`src/rtl/uart_rx_ctrl.sv`:
```
// ============================================================================
// Module      : uart_rx_ctrl
// Description : UART receive controller: 16x baud-tick generator, byte-ready
//               acknowledge handshake and show-ahead receive FIFO.
// Revision    : 1.0 - initial release
// ============================================================================
`default_nettype none

module uart_rx_ctrl #(
    parameter int DIV_DEFAULT = 27,
    parameter int FIFO_DEPTH  = 4
) (
    input  logic                          clock50,
    input  logic                          reset,
    input  logic                          enable,
    input  logic                          cfg_we,
    input  logic [15:0]                   cfg_div,
    output logic                          rx_tick,
    input  logic                          rx_rdy,
    input  logic [7:0]                    rx_data,
    output logic                          rx_clear,
    input  logic                          rd_en,
    output logic [7:0]                    rd_data,
    output logic                          rd_valid,
    output logic [$clog2(FIFO_DEPTH):0]   count,
    output logic                          overflow,
    input  logic                          ovf_clr
);

    localparam int AW = $clog2(FIFO_DEPTH);
    localparam int CW = AW + 1;

    typedef enum logic [1:0] {
        IDLE = 2'd0,
        ACK  = 2'd1,
        WAIT = 2'd2
    } state_t;

    // ------------------------------------------------------------------
    // Baud-tick generator
    // ------------------------------------------------------------------
    logic [15:0] r_div;
    logic [15:0] r_tick_cnt;
    logic [15:0] w_div_eff;
    logic        w_tick_wrap;

    // A divisor of zero behaves as one, giving a continuous tick.
    assign w_div_eff   = (r_div == 16'd0) ? 16'd1 : r_div;
    assign w_tick_wrap = (r_tick_cnt == (w_div_eff - 16'd1));

    always_ff @(posedge clock50) begin
        if (reset) begin
            r_div      <= 16'(DIV_DEFAULT);
            r_tick_cnt <= 16'd0;
            rx_tick    <= 1'b0;
        end else if (cfg_we) begin
            r_div      <= cfg_div;
            r_tick_cnt <= 16'd0;
            rx_tick    <= 1'b0;
        end else begin
            rx_tick <= enable & w_tick_wrap;
            if (enable) begin
                r_tick_cnt <= w_tick_wrap ? 16'd0 : (r_tick_cnt + 16'd1);
            end
        end
    end

    // ------------------------------------------------------------------
    // Acknowledge handshake FSM
    // ------------------------------------------------------------------
    state_t r_state;
    state_t w_state_nxt;
    logic   w_push;

    always_ff @(posedge clock50) begin
        if (reset) begin
            r_state  <= IDLE;
            rx_clear <= 1'b0;
        end else begin
            r_state  <= w_state_nxt;
            rx_clear <= w_push;
        end
    end

    // Capture happens only from IDLE so one rx_rdy assertion gives one push.
    always_comb begin
        w_state_nxt = r_state;
        w_push      = 1'b0;
        case (r_state)
            IDLE: begin
                if (rx_rdy) begin
                    w_push      = 1'b1;
                    w_state_nxt = ACK;
                end
            end
            ACK:     w_state_nxt = WAIT;
            WAIT:    if (!rx_rdy) w_state_nxt = IDLE;
            default: w_state_nxt = IDLE;
        endcase
    end

    // ------------------------------------------------------------------
    // Receive FIFO
    // ------------------------------------------------------------------
    logic [7:0]    r_mem [FIFO_DEPTH];
    logic [AW-1:0] r_wr_ptr;
    logic [AW-1:0] r_rd_ptr;
    logic          w_full;
    logic          w_pop;
    logic          w_wr;

    assign w_full   = (count == CW'(FIFO_DEPTH));
    assign rd_valid = (count != '0);
    assign w_pop    = rd_en & rd_valid;
    // When full, a simultaneous pop frees the head slot that wr_ptr aliases.
    assign w_wr     = w_push & (~w_full | w_pop);
    assign rd_data  = r_mem[r_rd_ptr];

    always_ff @(posedge clock50) begin
        if (!reset && w_wr) begin
            r_mem[r_wr_ptr] <= rx_data;
        end
    end

    always_ff @(posedge clock50) begin
        if (reset) begin
            r_wr_ptr <= '0;
            r_rd_ptr <= '0;
            count    <= '0;
            overflow <= 1'b0;
        end else begin
            if (w_wr)  r_wr_ptr <= r_wr_ptr + AW'(1);
            if (w_pop) r_rd_ptr <= r_rd_ptr + AW'(1);
            case ({w_wr, w_pop})
                2'b10:   count <= count + CW'(1);
                2'b01:   count <= count - CW'(1);
                default: count <= count;
            endcase
            if (w_push && w_full && !w_pop) begin
                overflow <= 1'b1;
            end else if (ovf_clr) begin
                overflow <= 1'b0;
            end
        end
    end

endmodule

`default_nettype wire

```
`config.mk`:
```
export PLATFORM = sky130hd
export DESIGN_NAME = uart_rx_ctrl
export DESIGN_NICKNAME = d
export VERILOG_FILES = /design/src/rtl/uart_rx_ctrl.sv
export SDC_FILE = /design/constraint.sdc
export NUM_CORES = 1
export LEC_CHECK = 0
export ABC_AREA = 0
export CAP_MARGIN = 20
export CORE_MARGIN = 1.5
export CORE_UTILIZATION = 47
export DETAILED_ROUTE_END_ITERATION = 10
export PLACE_DENSITY = 0.79
export SLEW_MARGIN = 10
export SYNTH_ARGS = -nofsm -noshare
export SYNTH_HDL_FRONTEND = slang
export SYNTH_SLANG_ARGS = --single-unit
```
`constraint.sdc`:
```
create_clock -name clock50 -period 4.4 [get_ports clock50]
set_input_delay 0.44 -clock clock50 [delete_from_list [all_inputs] [get_ports clock50]]
set_output_delay 0.44 -clock clock50 [all_outputs]
set_load 0.005 [all_outputs]
```
==> results_dict.tcl <==
set metrics [dict create \
    grt_util_met2 0.325 \
    period_needed_ns 3.62 \
    grt.overflow.total 0 \
    cts.clk_slew.worst_paths_ns 0.09 \
    gp_congestion 0.843 \
    cp-end-kind "register" \
    die_h_um 92.5 \
    slew-limit-headroom 0.454 \
    vias 2636 \
    first_global_vias 2687 \
    dpl_worst_slack_ns 0.727 \
    synthMostInstantiatedCell "dfxtp_1" \
    yosys_warnings 0 \
    cp.arrival_ns 3.93 \
    n_fill_cell 653 \
    nets 418 \
    setup_viol 0 \
    track_usage 0.190 \
    synthArstFlopShare 0 \
    syn_nets 377 \
    cts.sinks 78 \
    fin_worst_skew_ns 0.0137 \
    outcome "finished clean" \
    grt_first_pass_wirelength_mm 12.7 \
    critPathMaxFanout 16 \
    drc 0 \
    drt_first_pass_iters 4 \
    synth_top_cells_by_count "46 x dfxtp_1, 36 x nor2_1, 32 x edfxtp_1" \
    cpPeakStageDelay_ns 0.52 \
    drv_slew 0 \
    top_usage_layer "met2" \
    critical_path_required_ns 4.71 \
    yosys.area.top_type_share 0.255 \
    crit_chain "nor4_1 > a41oi_1 > ha_1 > or3b_2 > or3_4 > a2111oi_4 > o2111ai_1 > nor4b_2 > o211a_4 > and2_2" \
    fp.dieArea_um2 8560 \
    p_per_area_nw_per_um2 407 \
    ctsResizeCount 0 \
    synth_top_area_cell "edfxtp_1" \
    h-tree-depth 3 \
    core-area_um2 7730 \
    cpMaxStageDelayCell "or3b_2" \
    leakage_nw 1.58 \
    path_buf_inv 0 \
    synth.distinct_cells 52 \
    postSynthRegisterBits 78 \
    start_kind "register" \
    synthFlopType "dfxtp_1" \
    clock_path_buffers 2 \
    wirelength_mm 7.38 \
    io_buffers 45 \
    max_cap_viol_count 0 \
    synth_edf_count 32 \
    root_buffer "clkbuf_8" \
    grt_antenna_before_repair 0 \
    tightestPinTransition_ns 0.817 \
    grt_max_degree 22 \
    grt_setup_unrepaired "false" \
    numCtsBuffers 9 \
    critPathTopFamily "simple AND/OR/NAND/NOR gates" \
    use_met1 0.233 \
    clk_latency_ns 0.36 \
    antenna_left 0 \
    postSynthAreaPerCell_um2 11.1 \
    fin_ws_ns 0.776 \
    worstSetupPathType "reg2reg" \
    start_util 0.487 \
    globalRouteMet3Util 0.0476 \
    drtIter0Drc 84 \
    vias_per_cell 5.41 \
    fp-row-count 32 \
    die_width_um 92.5 \
    tns_ns 0 \
    io_pins 46 \
    antenna_cells 0 \
    period_share 0.824 \
    synthCells 339 \
    cts_hold_buf 0 \
    synthToLayoutAreaGrowth_pct 19.8 \
    ir_worst_vdd_uv 160 \
    hpwl_mm 5.31 \
    post_synth_instance_area_um2 3760 \
    hold_violations 0 \
    ys_seq_area_frac 0.500 \
    max_freq_ghz 0.276 \
    hold_class "reg2reg" \
    drive_gt1_frac 0.114 \
    cts_setup_buffers 0 \
    synthTopCellsByArea "edfxtp_1 26%, dfxtp_1 24%, xnor2_1 5.4%, mux2i_1 5.1%, mux4_2 4.8%" \
    wire_per_inst_um 15.2 \
    cts_tree "done" \
]
[cell families after synthesis]
| family | synth area share |
|---|---|
| AND/OR/NAND/NOR | 0.200 |
| multiplexers | 0.101 |
| buffers and inverters | 0.0346 |
| AO/OA/AOI/OAI | 0.0552 |
| adder cells (fa/ha/maj) | 0.0253 |
| XOR/XNOR | 0.0837 |
| flip-flops | 0.500 |
[registers in the layout (all words and copies together) (netlist names), named ones only]
name and flops:
r_mem 32, r_div 16, r_tick_cnt 16, count 3, r_rd_ptr 2, r_state 2
r_wr_ptr 2, overflow 1, rx_clear 1, rx_tick 1
[per-stage QoR]
step           total power (W)  instance area (um^2)  std cells  utilization  hold WS, ns
3_5_place_dp           0.00120                  4270        471        0.552        0.513
4_1_cts                0.00185                  4510        487        0.584        0.542
6_report               0.00184                  4510        487        0.584        0.537
5_1_grt                0.00193                  4510        487        0.584        0.582
2_1_floorplan          0.00105                  3760        339            -        0.486
3_3_place_gp           0.00119                  4270        471        0.552        0.510
[layout by cell type, fill, tap and decap left out, types with 8 or more instances in the layout]
master | netlist | layout
clkbuf_8 | 0 | 9
clkdlybuf4s50_1 | 0 | 45
dfxtp_1 | 46 | 46
edfxtp_1 | 32 | 32
inv_1 | 11 | 11
mux2i_1 | 19 | 19
mux4_2 | 8 | 8
nand2_1 | 20 | 20
nor2_1 | 36 | 36
nor3_1 | 21 | 21
nor3_2 | 10 | 10
nor4_1 | 8 | 8
xnor2_1 | 23 | 23
xor2_1 | 13 | 13
[power by group]
part	switching, W	internal [W]	leakage [nW]
Sequential	0.0000525	0.000798	0.666
Combinational	0.000141	0.000196	0.796
Clock	0.000271	0.000379	0.118
[metal layers]
metal	part of all wire	wire [um]	up-vias
li1	-	-	1304
met1	0.44	3230	1256
met2	0.50	3710	64
met3	0.045	331	12
met4	0.014	105	0
met5	0	0	-
[worst min-delay path: stages (launching register included)]
cell	delay (ns)
dfxtp_1	0.34
xor2_1	0.09
nor2_1	0.08
[final timing paths]
check,start,end,slack [ns],cells past startpoint
worst max-delay path,r_div[4]$_SDFFE_PP1P_,rx_tick$_SDFF_PP0_,0.78,10
worst min-delay path,r_rd_ptr[0]$_SDFFE_PP0P_,register,0.54,2
worst max register to register,r_div[4]$_SDFFE_PP1P_,rx_tick$_SDFF_PP0_,0.78,10
worst min register to register,r_rd_ptr[0]$_SDFFE_PP0P_,register,0.54,2
[final cells by class]
class                           instances  area [um^2]  share of cell area
Clock buffer                            9          124              0.0275
Clock inverter                          7          119              0.0263
Inverter                               11         41.3             0.00915
Multi-Input combinational cell        233         1750               0.389
Sequential cell                        78         1880               0.417
Tap cell                              102          128              0.0283
Timing Repair Buffer                   47          465               0.103
Note: power is estimated with default switching activity, not from simulation.
